**config.mk**
```make
export PLATFORM = sky130hd
export DESIGN_NAME = or1200_keccak_ctrl
export DESIGN_NICKNAME = d
export VERILOG_FILES = /design/src/rtl/or1200_keccak_ctrl_pkg.sv /design/src/rtl/or1200_keccak_rndcnt.sv /design/src/rtl/or1200_keccak_ctrl.sv
export SDC_FILE = /design/constraint.sdc
export NUM_CORES = 1
export LEC_CHECK = 0
export ABC_AREA = 0
export CAP_MARGIN = 20
export CORE_ASPECT_RATIO = 0.6
export CORE_MARGIN = 3
export CORE_UTILIZATION = 37
export CTS_CLUSTER_DIAMETER = 40
export DETAILED_ROUTE_END_ITERATION = 7
export PLACE_DENSITY_LB_ADDON = 0.1
export SLEW_MARGIN = 20
export SYNTH_ARGS = -nofsm -noshare
export SYNTH_HDL_FRONTEND = slang
export SYNTH_SLANG_ARGS = --single-unit
```
**constraint.sdc**
```tcl
create_clock -name clk -period 1.9 [get_ports clk]
set_input_delay 0.19 -clock clk [delete_from_list [all_inputs] [get_ports clk]]
set_output_delay 0.19 -clock clk [all_outputs]
set_load 0.02 [all_outputs]
```
**src/rtl/or1200_keccak_ctrl_pkg.sv**
```systemverilog
// Shared definitions for the OR1200 Keccak-f[1600] coprocessor sequencer:
// op encodings, FSM states, state geometry and the writeback select code.
package or1200_keccak_defs;

    localparam int NUM_ROUNDS = 24;
    localparam int NUM_WORDS  = 50;
    localparam int IDX_W      = 6;
    localparam int RND_W      = 5;

    localparam logic [IDX_W-1:0] WORDS_LIMIT = IDX_W'(NUM_WORDS);
    localparam logic [RND_W-1:0] LAST_ROUND  = RND_W'(NUM_ROUNDS - 1);

    // rfwb_op value that steers the writeback mux to keccak_dataout
    localparam logic [3:0] RFWBOP_KECCAK = 4'b1111;

    typedef enum logic [1:0] {
        KOP_NOP     = 2'b00,
        KOP_ABSORB  = 2'b01,
        KOP_PERMUTE = 2'b10,
        KOP_SQUEEZE = 2'b11
    } kop_e;

    typedef enum logic [2:0] {
        ST_IDLE,
        ST_RD_WAIT,
        ST_RD_CAP,
        ST_PERM_GO,
        ST_PERM_WAIT
    } state_e;

    function automatic logic idx_in_range(input logic [IDX_W-1:0] idx);
        return idx < WORDS_LIMIT;
    endfunction

endpackage

```
**src/rtl/or1200_keccak_rndcnt.sv**
```systemverilog
// Round counter for PERMUTE: clears on load, steps on inc, flags the final round.
module or1200_keccak_rndcnt
    import or1200_keccak_defs::*;
(
    input  logic             clk,
    input  logic             rst,
    input  logic             load,
    input  logic             inc,
    output logic [RND_W-1:0] cnt,
    output logic             last
);

    // NOTE: sequential state uses non-blocking assignments so every register
    // samples the pre-edge value of every other register.
    always_ff @(posedge clk) begin
        if (rst) begin
            cnt <= '0;
        end else if (load) begin
            cnt <= '0;
        end else if (inc) begin
            cnt <= cnt + RND_W'(1);
        end
    end

    assign last = (cnt == LAST_ROUND);

endmodule

```
**src/rtl/or1200_keccak_ctrl.sv**
```systemverilog
// Keccak coprocessor sequencer: decodes ABSORB/PERMUTE/SQUEEZE from EX, drives
// the round core, stalls the pipeline on multi-cycle ops and registers the result.
module or1200_keccak_ctrl
    import or1200_keccak_defs::*;
(
    input  logic             clk,
    input  logic             rst,
    input  logic             ex_freeze,
    input  logic             wb_freeze,
    input  logic [1:0]       kop,
    input  logic [IDX_W-1:0] kop_idx,
    input  logic [31:0]      kop_data,
    output logic             core_wr_en,
    output logic [IDX_W-1:0] core_wr_idx,
    output logic [31:0]      core_wr_data,
    output logic [IDX_W-1:0] core_rd_idx,
    input  logic [31:0]      core_rd_data,
    output logic             core_round_go,
    output logic [RND_W-1:0] core_round_idx,
    input  logic             core_round_done,
    output logic             keccak_stall,
    output logic [31:0]      keccak_dataout,
    output logic             keccak_valid,
    output logic             keccak_err
);

    state_e state;
    kop_e   op;
    logic   accept;
    logic   sq_oor;
    logic   cnt_load;
    logic   cnt_inc;
    logic   cnt_last;

    assign op       = kop_e'(kop);
    assign accept   = (state == ST_IDLE) && !ex_freeze && (op != KOP_NOP);
    assign cnt_load = accept && (op == KOP_PERMUTE);
    assign cnt_inc  = (state == ST_PERM_WAIT) && core_round_done && !cnt_last;

    // The counter register drives core_round_idx directly, so it always
    // matches the round whose go pulse is currently on the wire.
    or1200_keccak_rndcnt u_rndcnt (
        .clk  (clk),
        .rst  (rst),
        .load (cnt_load),
        .inc  (cnt_inc),
        .cnt  (core_round_idx),
        .last (cnt_last)
    );

    always_ff @(posedge clk) begin
        if (rst) begin
            // NOTE: only control and output registers exist here; the Keccak
            // state lives in the core and deliberately survives this reset.
            state          <= ST_IDLE;
            sq_oor         <= 1'b0;
            core_wr_en     <= 1'b0;
            core_wr_idx    <= '0;
            core_wr_data   <= '0;
            core_rd_idx    <= '0;
            core_round_go  <= 1'b0;
            keccak_stall   <= 1'b0;
            keccak_dataout <= '0;
            keccak_valid   <= 1'b0;
            keccak_err     <= 1'b0;
        end else begin
            core_wr_en    <= 1'b0;
            core_round_go <= 1'b0;
            if (!wb_freeze) begin
                keccak_valid <= 1'b0;
            end

            case (state)
                ST_IDLE: begin
                    if (accept) begin
                        case (op)
                            KOP_ABSORB: begin
                                if (idx_in_range(kop_idx)) begin
                                    core_wr_en   <= 1'b1;
                                    core_wr_idx  <= kop_idx;
                                    core_wr_data <= kop_data;
                                end else begin
                                    keccak_err <= 1'b1;
                                end
                            end
                            KOP_SQUEEZE: begin
                                state        <= ST_RD_WAIT;
                                keccak_stall <= 1'b1;
                                if (idx_in_range(kop_idx)) begin
                                    core_rd_idx <= kop_idx;
                                    sq_oor      <= 1'b0;
                                end else begin
                                    sq_oor     <= 1'b1;
                                    keccak_err <= 1'b1;
                                end
                            end
                            KOP_PERMUTE: begin
                                // Round 0 launches on entry, alongside the counter clear.
                                state         <= ST_PERM_GO;
                                keccak_stall  <= 1'b1;
                                core_round_go <= 1'b1;
                            end
                            default: ;
                        endcase
                    end
                end

                ST_RD_WAIT: state <= ST_RD_CAP;

                ST_RD_CAP: begin
                    // A frozen WB still owns the previous result; hold until it drains.
                    if (!wb_freeze) begin
                        keccak_dataout <= sq_oor ? 32'h0 : core_rd_data;
                        keccak_valid   <= 1'b1;
                        keccak_stall   <= 1'b0;
                        state          <= ST_IDLE;
                    end
                end

                ST_PERM_GO: state <= ST_PERM_WAIT;

                ST_PERM_WAIT: begin
                    if (core_round_done) begin
                        if (cnt_last) begin
                            keccak_stall <= 1'b0;
                            state        <= ST_IDLE;
                        end else begin
                            core_round_go <= 1'b1;
                            state         <= ST_PERM_GO;
                        end
                    end
                end

                default: state <= ST_IDLE;
            endcase
        end
    end

endmodule

```
* Word-level counts from Yosys, hierarchy flattened
Index checks and enable logic that the tools add are counted.
Word-level totals: bits in registers 90, input port bits 77, word-level logic and storage cells 77
Cells by class: $add $sub $neg 1, magnitude comparators 1, eq/ne operators 14, muxes and demuxes 23, bitwise logic cells 5, reductions and logical operators 21
Operators with widths (count):
- $mux W32 | 1
- $reduce_and A4 Y1 | 4
- $pmux W3 S5 | 1
- $mux W1 | 14
- $ne A2 B2 Y1 const B | 5
- $mux W3 | 3
- $eq A3 B2 Y1 const B | 2
- $lt A6 B6 Y1 const B | 1
- $pmux W3 S2 | 1
- $reduce_and A6 Y1 | 1
- $reduce_or A2 Y1 | 3
- $add A5 B1 Y5 const B | 1
- $eq A5 B5 Y1 const B | 1
- $logic_and A1 B1 Y1 | 5
- $not A1 Y1 | 5
- $eq A2 B2 Y1 const B | 2
- $reduce_or A4 Y1 | 1
- $eq A3 B1 Y1 const B | 1
- $eq A3 B3 Y1 const B | 1
- $logic_not A3 Y1 | 1
- $ne A3 B1 Y1 const B | 1
- $pmux W1 S3 | 1
- $reduce_and A3 Y1 | 1
- $reduce_bool A3 Y1 | 1
- 6 further kinds | 7

* Longest topological paths before layout
Gate-level depths: netlist of the first run.
depth in word-level cells 5, gate-level depth with buffers 7

* By module
From an unflattened synthesis of the first run, not the netlist that was laid out.
Second synthesis, totals: cell total of the unflattened synthesis 417, area total of the unflattened synthesis 3880.0 sq um
By module, submodules not included:
- or1200_keccak_ctrl | instances 1, cells each 393, area each 3611.0 sq um
- or1200_keccak_rndcnt | instances 1, cells each 24, area each 269.0 sq um

* Least setup slack after synthesis of the first run
OpenSTA, ideal clock, no wires.
kind flip-flop to flip-flop, start point register state[1], end point register core_wr_data[0], setup time 132 ps, arrival time 1774 ps, data required time 1768 ps, slack -6 ps, stages on the path, launching flop included 8, cells stage by stage dfxtp_1 > buf_2 > or4b_4 > or4_1 > buf_4 > buf_6 > nand2_1 > a21oi_1
On the way: longest elaborated chain between the ends 4
Ends and longest elaborated chain:
- start: declaration | line or1200_keccak_ctrl.sv:27 | state_e state;
- start signal: assignment | line or1200_keccak_ctrl.sv:55 | state <= ST_IDLE;
- start signal: assignment | line or1200_keccak_ctrl.sv:87 | state <= ST_RD_WAIT;
- start signal: assignment | line or1200_keccak_ctrl.sv:99 | state <= ST_PERM_GO;
- $logic_not A3 Y1 * | line or1200_keccak_ctrl.sv:36, or1200_keccak_ctrl.sv:73
- $logic_and A1 B1 Y1 (2 in series) | line or1200_keccak_ctrl.sv:36 | assign accept = (state == ST_IDLE) && !ex_freeze && (op != KOP_NOP);
- $reduce_and A4 Y1 (no line) *
- end signal: assignment | line or1200_keccak_ctrl.sv:81 | core_wr_data <= kop_data;
- end: declaration | line or1200_keccak_ctrl.sv:15 | output logic [31:0] core_wr_data,
Mark *: on every way between the ends. The rest lies on a longest branch, timed or not. A chain may end at the register's enable or synchronous reset.

* Worst setup path in the final report of the first run
start point register state[1], end point register core_wr_data[26]
Same word-level chain as after synthesis.

==> results_dict.tcl, run 1 <==
set metrics [dict create \
    status "finished clean" \
    max_slew_margin 0.612 \
    areaGrowthSynthToFinish_pct 60.6 \
    core_area_um2 8780 \
    rr_worst_depth 5 \
    synth.top_cells.by_count "nand2_1 (112), dfxtp_1 (90), a21oi_1 (77), nand3b_1 (34), clkbuf_1 (21)" \
    fmax_mhz 561 \
    instances_no_fill 693 \
    seq_area_frac_synth 0.522 \
    path_clk_slew_ns 0.06 \
    cts_tree "yes" \
    io_buffers 162 \
    cts_setup_buffers 0 \
    fp.dieW_um 131 \
    synth_edf_count 0 \
    clock-sinks 90 \
    synthMostInstantiatedCell "nand2_1" \
    cts.path.max_buffers 2 \
    cp-start-kind "flip-flop" \
    hpwl_mm 7.07 \
    yosysUniqueCellTypes 34 \
    ctsResizeCount 0 \
    slew_violations 0 \
    synth_area_leader_cell "dfxtp_1" \
    vias 3318 \
    fin_area_um2 5540 \
    grt_usage 0.190 \
    drive_gt1_frac 0.0706 \
    wl_per_cell_um 14.5 \
    htreeDepth 3 \
    place.gp.congestion 0.794 \
    synth_adder_area_share 0.00362 \
    ios 163 \
    root_buffer "clkbuf_16" \
    p_leak_nw 1.94 \
    ys_top_cells_by_area "dfxtp_1 (52%), nand2_1 (12%), a21oi_1 (11%)" \
    fin_skew_ns 0.00444 \
    vdd_drop_max_mv 0.510 \
    hold_viol_final 0 \
    n_antenna_cell 0 \
    critPathKind "flip-flop to flip-flop" \
    fin_util 0.631 \
    grt_max_degree 59 \
    arrival_ns 2.00 \
    grt_pass1_wl_mm 16.0 \
    p_per_area_nw_per_um2 760 \
    synth-simple-area-share 0.270 \
    syn_inst 411 \
    drt-vias-per-instance 4.79 \
    synth_top_family_by_area "simple AND/OR/NAND/NOR gates" \
    drc_errors 0 \
    ys_warn_count 0 \
    synth_mux_area_frac 0.0145 \
    rsz0062_at_grt "false" \
    antenna_found_initial 0 \
    wl_mm 10.0 \
    placed_area_um2 5290 \
    min_path_type "primary input to flip-flop" \
    finalCriticalPeriod_ns 1.78 \
    hold-worst-slack_ns 0.369 \
    syn_nets 489 \
    tightest_slew_ns 0.582 \
    drt_iter0_markers 162 \
    ant_nets 0 \
    yosys.area.top_type_share 0.522 \
    grt_pass1_vias 3226 \
    holdBufCountCts 0 \
    die-area_um2 10600 \
    rows 26 \
    hold_depth 2 \
    first_pass_iters 4 \
    ys.flop_type "dfxtp_1" \
    fin_crit_sh 0.938 \
    synth_xor_area_frac 0.00507 \
    place_inst 678 \
    crit_path_end_kind "flip-flop" \
    syn_area_um2 3450 \
    cts_buffers 9 \
    clk_latency_ns 0.33 \
    synth_compound_area_frac 0.134 \
    avgSynthCellArea_um2 8.40 \
    finalSetupViolCount 0 \
    required_ns 2.11 \
    path_max_fanout 37 \
    overflow 0 \
    drv_cap 0 \
    fp.dieH_um 80.8 \
    setup_tns_ns 0 \
    start_util 0.393 \
    final_net_count 655 \
    async_reset_ff_frac 0 \
    ys_seq_elements 90 \
]
[logic make-up (layout without fill, tap and decap cells)]
family / Yosys count / after routing
buffers and inverters: 36 / 206
AO/OA/AOI/OAI: 87 / 87
AND/OR/NAND/NOR: 190 / 190
XOR/XNOR: 2 / 2
multiplexers: 5 / 5
flip-flops: 90 / 90
adder cells (fa/ha/maj): 1 / 1
[per-stage QoR]
step                worst slack [ns]  total power (W)
floorplan                    0.00314          0.00230
global placement              -0.156          0.00267
detailed placement            -0.187          0.00268
CTS                            0.113          0.00426
global route                  0.0166          0.00438
finish                         0.118          0.00421
[final timing paths]
kind                                        start                 end  slack (ns)
worst min register to register  keccak_dataout[8]   keccak_dataout[8]        0.45
worst min-delay path                          rst  keccak_dataout[19]        0.37
worst max-delay path                     state[1]    core_wr_data[26]        0.12
worst max register to register           state[1]    core_wr_data[26]        0.12
[flip-flops by register name (all words and copies together) (netlist names), named ones only]
| name | flops |
|---|---|
| keccak_err | 1 |
| core_round_go | 1 |
| sq_oor | 1 |
| core_rd_idx | 6 |
| u_rndcnt.cnt | 5 |
| keccak_stall | 1 |
| core_wr_data | 32 |
| keccak_dataout | 32 |
| state | 3 |
| core_wr_en | 1 |
| core_wr_idx | 6 |
[routing by layer]
metal	GRT usage	wire, um
met5	0	0
met4	0.0400	42
met3	0.0900	923
met2	0.303	4610
met1	0.235	4470
[cells in the final DEF, fill, tap and decap left out, types with 2 or more instances in the layout]
| master | netlist | routed |
|---|---|---|
| clkdlybuf4s50_1 | 0 | 161 |
| nand2_1 | 112 | 112 |
| dfxtp_1 | 90 | 90 |
| a21oi_1 | 77 | 77 |
| nand3b_1 | 34 | 34 |
| buf_4 | 1 | 21 |
| nor2_1 | 18 | 18 |
| clkbuf_16 | 0 | 9 |
| inv_1 | 5 | 5 |
| mux2i_1 | 5 | 5 |
| nand2b_1 | 4 | 4 |
| a211oi_1 | 4 | 4 |
| nor3_1 | 3 | 3 |
| clkbuf_1 | 21 | 3 |
| buf_12 | 0 | 3 |
| nand4_1 | 2 | 2 |
| nor3b_1 | 2 | 2 |
| xor2_1 | 2 | 2 |
| nor4_1 | 3 | 2 |
| nor4b_1 | 2 | 2 |
| nor2b_1 | 2 | 2 |
| clkinv_2 | 0 | 2 |
[report_power, final]
| part | leakage, nW | internal [W] | switching (W) | total, W |
|---|---|---|---|---|
| clock | 0.122 | 0.000876 | 0.000699 | 0.00157 |
| combinational | 1.09 | 0.000345 | 0.000300 | 0.000645 |
| sequential | 0.729 | 0.00195 | 0.0000365 | 0.00199 |
[critical path, cell delays in order (launching register included)]
cell     delay (ns)
dfxtp_1        0.36
or4b_4         0.51
or4_4          0.44
buf_12         0.19
nand2_1        0.09
a21oi_1        0.07
[cell type report]
type                    count  area [um^2]
inverters                   5         18.8
repair buffers            186         1830
well taps                 112          140
multi-input cells         285         1490
flip-flops and latches     90         1800
clock buffers              12          236
clock inverters             3         17.5
fillers                   748         3240
No activity file was read; power rests on OpenSTA's default activity.
==> run 2: changes to the inputs <==
Settings changed: ABC_AREA 0 to default, CORE_UTILIZATION 37 to 44.
Clock period 1.9 ns to 2.1 ns, I/O delays scaled along.
==> run 2 against run 1 <==
Combinational power down 12%; first-iteration DRC count up 66%; via count up 2.8%; final area down 0.23%; die area down 15%.
==> results_dict.tcl, run 2 (synthesis results as in run 1) <==
set metrics [dict create \
    ios 163 \
    critPathKind "primary input to flip-flop" \
    place.gp.congestion 0.837 \
    hpwl_mm 7.03 \
    final_net_count 648 \
    path_clk_slew_ns 0.06 \
    slowest_delay_ns 0.54 \
    vias 3410 \
    io_buffers 162 \
    hold_viol_final 0 \
    fp.dieW_um 120 \
    rr_worst_depth 5 \
    drt_iter0_markers 269 \
    areaGrowthSynthToFinish_pct 60.2 \
    fmax_mhz 529 \
    ant_nets 0 \
    hold_depth 2 \
    max_slew_margin 0.391 \
    path_buf_inv 2 \
    fillers 568 \
    ctsResizeCount 0 \
    clock-sinks 90 \
    core_area_um2 7450 \
    cpMaxStageDelayCell "clkdlybuf4s50_1" \
    final_common_cell "clkdlybuf4s50_1" \
    overflow 0 \
    drt-vias-per-instance 5.03 \
    path_cells "clkdlybuf4s50_1 -> or4b_4 -> or4_1 -> buf_12 -> nand2_1 -> a21oi_1" \
    reg_top3 "core_wr_data: 32 flops, keccak_dataout: 32 flops" \
    path_max_fanout 37 \
    cts.path.max_buffers 2 \
    mostFrequentLayoutCells "clkdlybuf4s50_1 (161), nand2_1 (112), dfxtp_1 (90), a21oi_1 (77), nand3b_1 (34)" \
    first_pass_iters 4 \
    p_per_area_nw_per_um2 739 \
    fp.dieH_um 74.6 \
    grt_pass1_vias 3206 \
    grt_usage 0.223 \
    cts_tree "yes" \
    rrSetupSlack_ns 0.26 \
    crit_path_end_kind "flip-flop" \
    cts_buffers 9 \
    drive_gt1_frac 0.0592 \
    cp-start-kind "primary input" \
    instances_no_fill 678 \
    hp-start "rst" \
    wl_per_cell_um 14.6 \
    cts_setup_buffers 0 \
    drc_errors 0 \
    htreeDepth 3 \
    finalSetupViolCount 0 \
    rsz0062_at_grt "false" \
    fin_crit_sh 0.900 \
    n_antenna_cell 0 \
    status "finished clean" \
    p_leak_nw 1.93 \
    finalCriticalPeriod_ns 1.89 \
    place_inst 663 \
    rows 24 \
    antenna_found_initial 0 \
    tightest_slew_ns 0.912 \
    root_buffer "clkbuf_16" \
    hold-worst-slack_ns 0.325 \
    rr_startpoint "state[0]" \
    fin_util 0.743 \
    fin_skew_ns 0.00382 \
    required_ns 2.30 \
    min_path_type "primary input to flip-flop" \
    holdBufCountCts 0 \
    start_util 0.464 \
    grt_pass1_wl_mm 15.8 \
    vdd_drop_max_mv 0.595 \
    arrival_ns 2.09 \
    slew_violations 0 \
    wl_mm 9.92 \
    grt_max_degree 43 \
    clk_latency_ns 0.33 \
    r2r-end "core_wr_data[26]" \
    die-area_um2 8980 \
    drv_cap 0 \
    path_delay_family "simple AND/OR/NAND/NOR gates" \
    hold_end "keccak_dataout[14]" \
]
[run 2: cell count changes in the layout (fill, tap and decap cells not counted), sizes merged]
cell | before | now
buf | 25 | 18
bufinv | 0 | 2
clkinv | 2 | 0
clkbuf | 12 | 13
clkinvlp | 1 | 0
[run 2: area by class of cell]
cell class / count / area [um^2] / area share
clock inverters: 2 / 60.1 / 0.0109
inverters: 5 / 18.8 / 0.00339
flip-flops and latches: 90 / 1800 / 0.326
repair buffers: 179 / 1770 / 0.320
clock buffers: 13 / 260 / 0.0471
well taps: 104 / 130 / 0.0235
multi-input cells: 285 / 1490 / 0.269
[run 2: worst max path at each step]
stage	start	to	slack (ns)	cells after the start
2_1_floorplan	state[1]	core_wr_data[0]	0.19	7
3_3_place_gp	kop[0]	core_wr_idx[1]	-0.05	6
3_5_place_dp	kop[0]	core_wr_data[26]	-0.12	6
4_1_cts	kop[0]	core_wr_data[26]	0.24	6
5_1_grt	kop[0]	core_wr_data[5]	0.14	7
6_report	kop[0]	core_wr_data[26]	0.21	6
[run 2: power breakdown]
| group | switching (W) | internal (W) | total [W] | leakage (nW) |
|---|---|---|---|---|
| Sequential | 0.0000334 | 0.00177 | 0.00180 | 0.729 |
| Clock | 0.000616 | 0.00110 | 0.00172 | 0.156 |
| Combinational | 0.000269 | 0.000301 | 0.000570 | 1.05 |
[run 2: per-stage QoR]
step | area, um^2 | worst slack (ns) | TNS [ns] | total power [W]
2_1_floorplan | 3450 | 0.194 | 0 | 0.00208
3_3_place_gp | 5210 | -0.0467 | -1.15 | 0.00240
3_5_place_dp | 5210 | -0.118 | -3.09 | 0.00241
4_1_cts | 5530 | 0.236 | 0 | 0.00414
5_1_grt | 5530 | 0.143 | 0 | 0.00425
6_report | 5530 | 0.210 | 0 | 0.00409
[run 2: worst reg2reg max path, cell delays in order (launching register included)]
cell and delay, ns:
dfxtp_1 0.31, or4b_4 0.54, or4_1 0.47, buf_12 0.20, nand2_1 0.12, a21oi_1 0.07
[run 2: per-layer routing]
metal | share of wire | GRT usage | vias up
met5 | 0 | 0 | -
met4 | 0.014 | 0.0678 | 0
met3 | 0.083 | 0.0923 | 12
met2 | 0.47 | 0.363 | 103
met1 | 0.43 | 0.276 | 1594
li1 | - | - | 1701
